## src/rtl/hamming_encoder.sv

```systemverilog
// Registered Hamming (12,8) encoder: data at non-power-of-two positions, parity at 1/2/4/8.
// One-cycle latency, one word per cycle; codeword holds while in_valid is low.
module hamming_encoder #(
  parameter bit ODD_PARITY = 1'b0
) (
  input  logic        clk,
  input  logic        rst_n,
  input  logic        in_valid,
  input  logic [8:1]  D,
  output logic [12:1] hammingCode,
  output logic        out_valid
);

  logic [12:1]       data_placed;
  logic [3:0][12:1]  grp_bits;
  logic [3:0]        parity;
  logic [12:1]       code_d;
  logic [12:1]       code_q;
  logic              valid_q;

  always_comb begin
    data_placed     = '0;
    data_placed[3]  = D[1];
    data_placed[5]  = D[2];
    data_placed[6]  = D[3];
    data_placed[7]  = D[4];
    data_placed[9]  = D[5];
    data_placed[10] = D[6];
    data_placed[11] = D[7];
    data_placed[12] = D[8];
  end

  // Parity bit k covers every position whose index has bit k set; parity slots hold 0 here.
  genvar gi, gp;
  generate
    for (gi = 0; gi < 4; gi++) begin : g_group
      for (gp = 1; gp <= 12; gp++) begin : g_pos
        if (((gp >> gi) & 1) != 0) begin : g_in
          assign grp_bits[gi][gp] = data_placed[gp];
        end else begin : g_out
          assign grp_bits[gi][gp] = 1'b0;
        end
      end
      assign parity[gi] = (^grp_bits[gi]) ^ ODD_PARITY;
    end
  endgenerate

  always_comb begin
    code_d    = data_placed;
    code_d[1] = parity[0];
    code_d[2] = parity[1];
    code_d[4] = parity[2];
    code_d[8] = parity[3];
  end

  always_ff @(posedge clk or negedge rst_n) begin
    if (!rst_n) begin
      code_q  <= '0;
      valid_q <= 1'b0;
    end else begin
      valid_q <= in_valid;
      if (in_valid) begin
        code_q <= code_d;
      end
    end
  end

  assign hammingCode = code_q;
  assign out_valid   = valid_q;

endmodule

```

## config.mk

```make
export PLATFORM = sky130hd
export DESIGN_NAME = hamming_encoder
export DESIGN_NICKNAME = d
export VERILOG_FILES = /design/src/rtl/hamming_encoder.sv
export SDC_FILE = /design/constraint.sdc
export NUM_CORES = 1
export LEC_CHECK = 0
export ABC_AREA = 1
export ABC_CLOCK_PERIOD_IN_PS = 1000
export BUFFER_PORTS_ARGS = -buffer_cell sky130_fd_sc_hd__buf_2
export CORE_UTILIZATION = 40
export DETAILED_ROUTE_END_ITERATION = 8
export PLACE_DENSITY = 0.75
export SKIP_LAST_GASP = 1
export SLEW_MARGIN = 20
export SYNTH_ARGS = -nofsm -noshare
export SYNTH_HDL_FRONTEND = slang
export SYNTH_SLANG_ARGS = --single-unit
```

## constraint.sdc

```tcl
create_clock -name clk -period 1 [get_ports clk]
set_clock_uncertainty 0.15 [all_clocks]
set_input_delay 0 -clock clk [delete_from_list [all_inputs] [get_ports clk]]
set_output_delay 0 -clock clk [all_outputs]
set_load 0.005 [all_outputs]
```

# --- Word-level counts from Yosys, hierarchy flattened ---
# Index checks and enable logic that the tools add are counted.
word_totals:
  regBits: 13
  in_bits: 11
  output_inout_bits: 13
  elab_cells: 6
op_classes:
  reduce_logical: 4
op_table:
  columns: ["cell", "count"]
  rows:
  - ["$reduce_xor A12 Y1", 4]

# --- Logic depth before layout (Yosys ltp) ---
depth:
  ltp_word: 1
  depth_mapped: 7
  depth_no_buf: 7

# --- Worst setup path before layout ---
# Ideal clock, no wire load.
synth_timing:
  path_type: "in2reg"
  startpoint: "input port in_valid"
  endpoint: "register code_q, in the netlist hammingCode[7]"
  n_path_buf: 2
  arrival_ns: 0.491
  setup_ns: 0.127
  stages: 4
  t_required_ns: 0.723
  slack_ns: 0.233
  path_cell_list: "buf_6 -> inv_1 -> buf_2 -> o21ai_0"
synth_lines:
  columns: ["item", "line", "rtl"]
  rows:
  - ["start: declaration", "8", "input logic in_valid,"]
  - ["end signal: assignment", "63", "code_q <= code_d;"]
  - ["end: declaration", "18", "logic [12:1] code_q;"]
# No word-level cell between the ends.

# --- Worst setup path in the final report ---
layout_timing:
  startpoint: "register code_q, in the netlist hammingCode[7]"
  endpoint: "output port hammingCode[7] in the netlist's numbering"
layout_lines:
  columns: ["item", "line", "rtl"]
  rows:
  - ["end: declaration", "10", "output logic [12:1] hammingCode,"]
# No word-level cell between the ends.

==> results.py <==
metrics = {
    "clock_tree": {
        "numCtsBuffers": 3,
        "root_buffer": "clkbuf_4",
        "cts_tree": "yes",
        "cts_setup_buffers": 0,
        "clk_latency_ps": 280,
        "cts.clk_slew.worst_paths_ps": 80,
        "cts.path.max_buffers": 2,
        "clock_sinks": 13,
        "htreeDepth": 1,
    },
    "worst_setup_path": {
        "worst-path-buf-inv": 1,
        "critPathMaxFanout": 2,
        "rrSetupSlack_ps": 170,
        "critPathArrivalTime_ps": 800,
        "path_class": "reg2out",
        "critPathTopFamily": "flip-flops",
        "path_cells": "buf_2",
        "r2r-start": "hammingCode[6]",
        "end_kind": "output pin",
        "critical-path-max-stage-delay_ps": 390,
        "slowest_stage": "dfrtp_1",
        "ff2ff_path_depth": 2,
        "r2r_end": "hammingCode[6]",
        "crit_required_ps": 850,
        "worstSetupStartpointType": "flop",
    },
    "global_route": {
        "grt_max_degree": 17,
        "globalRouteOverflowTotal": 0,
        "grt_pass1_vias": 597,
        "grt_pass1_wl_um": 2480,
        "antenna_found_initial": 0,
        "grt_usage_pct": 19.1,
    },
    "sta": {
        "hold_viol": 22,
        "finalSetupViolCount": 0,
        "setup_tns_ps": 0,
        "worst_slew_pin_slew_ps": 293,
        "relSlewSlack_pct": 80.5,
        "whs_ps": -148,
        "fin_crit_ps": 948,
        "max_freq_ghz": 1.05,
        "rsz0062_at_grt": "false",
        "period_share_pct": 94.8,
        "final_max_slew_viol_count": 0,
    },
    "synthesis": {
        "ys_warn_count": 0,
        "synth_largest_area_cell": "dfrtp_1",
        "ys_types": 10,
        "synth_top_area_share_pct": 50.9,
        "ys_seq_area_share_pct": 50.9,
        "netlist_instances": 82,
        "synthesis.area_um2": 639,
        "ys_seq_elements": 13,
        "netlist_top_cells_area": "dfrtp_1 51%, nand2_1 23%, nand3_1 8.6%",
        "syn-num-nets": 93,
        "synth.avg_cell_area_um2": 7.80,
    },
    "die": {
        "io_pins": 24,
        "dieHeight_um": 42.0,
        "core_um2": 1510,
        "initial_core_util_pct": 42.4,
        "die_w_um": 42.0,
        "rows": 14,
        "die_area_um2": 1760,
    },
    "status": {
        "status": "complete, but fails checks",
        "violations": "hold timing",
    },
    "worst_hold_path": {
        "min_from": "in_valid",
        "min_path_cells": 2,
        "hold_path_class": "in2reg",
        "min_to": "out_valid",
    },
    "route": {
        "dr.pass1.iters": 4,
        "drc": 0,
        "avgViaCountPerCell": 4.81,
        "num_vias": 649,
        "antenna_left": 0,
        "drt_iter0_drc": 17,
        "drt_wl_total_um": 1460,
        "wl_per_cell_um": 10.8,
    },
    "final_layout": {
        "final_nets": 131,
        "drive_gt1_share_pct": 23.5,
        "utilization_pct": 60.5,
        "antenna_cells": 0,
        "area_growth_pct": 42.7,
        "stdcell_count": 135,
        "multi_input_comb_area_um2": 272,
        "seq_area_um2": 325,
        "design_area_um2": 912,
        "num-fill-cells": 125,
    },
    "power": {
        "vdd_drop_max_mv": 0.852,
        "total_leakage_power_nw": 0.508,
        "powerDensity_nw_per_um2": 1330,
    },
    "run": {
        "cap_violations": 0,
    },
    "placement": {
        "gp_congestion": 0.784,
        "io_buffers": 23,
        "placedCellCount": 121,
        "hpwlAfterDp_um": 979,
        "placed_cell_area_um2": 786,
    },
}
routing by layer:
metal  vias up  global-route usage [%]  wire length (µm)  part of all wire (%)
met3         6                    3.02                60                   4.1
met2        21                    29.7               700                    48
li1        327                       -                 -                     -
met1       295                    23.1               631                    43
met5         -                       0                 0                     0
met4         0                    15.5                65                   4.5
flip-flops by register name, indices dropped and copies added, names as in the netlist:
register,count
hammingCode,12
out_valid,1
cell usage in the layout (no fill, tap or decap), drive strengths merged:
master	count
o21ai	4
clkbuf	4
nand3	11
xnor2	3
buf	25
inv	7
or2	1
dlygate4sd3	10
xor2	2
nand2	39
dfrtp	13
worst max path at each step:
stage | start | to | slack [ps] | cells after the start
detailed placement | D[4] | hammingCode[4] | 70 | 7
CTS | hammingCode[7] | hammingCode[7] | 50 | 1
global route | hammingCode[10] | hammingCode[10] | 20 | 1
floorplan | in_valid | hammingCode[7] | 230 | 4
global placement | D[4] | hammingCode[4] | 100 | 7
finish | hammingCode[7] | hammingCode[7] | 50 | 1
kinds of logic (layout without fill, tap and decap cells):
family	after synthesis	after routing	share of synthesized area (%)
AND/OR/NAND/NOR	51	51	32.5
XOR/XNOR	5	5	6.85
flip-flops	13	13	50.9
AO/OA/AOI/OAI	4	4	3.13
buffers and inverters	9	46	6.65
worst register-to-register path, delay by kind of cell, from the launching register on:
family / cells / cell delay (ps)
AND/OR/NAND/NOR: 1 / 70
flip-flops: 1 / 380
AO/OA/AOI/OAI: 1 / 100
final cells by class:
| class | instances | share of cell area, % |
|---|---|---|
| clock buffer | 4 | 2.88 |
| inverter | 7 | 2.88 |
| sequential | 13 | 35.7 |
| multi-input combinational | 60 | 29.8 |
| timing repair buffer | 35 | 26.6 |
| tap | 16 | 2.19 |
Yosys cell counts:
cell type and count:
buf_2 1, buf_6 1, dfrtp_1 13, inv_1 7
nand2_1 39, nand3_1 11, o21ai_0 4, or2_0 1
xnor2_1 3, xor2_1 2
report_power, final:
group	internal, mW	switching (mW)
clock network	0.155	0.170
logic	0.140	0.145
registers	0.580	0.0253
total	0.875	0.340
repair_timing:
action | 4_1_cts | 5_1_grt
gates resized for setup | 0 | 0
hold endpoints to repair | 26 | 5
endpoints found under the setup margin | 0 | 1
hold buffers | 10 | 1
per-stage QoR:
step	setup WS [ps]	total power, mW
after CTS	47.9	1.23
after global placement	97.1	0.862
final	51.8	1.22
after detailed placement	69.7	0.869
after floorplan	233	0.745
after global routing	22.9	1.29
No activity file was read; power rests on OpenSTA's default activity.
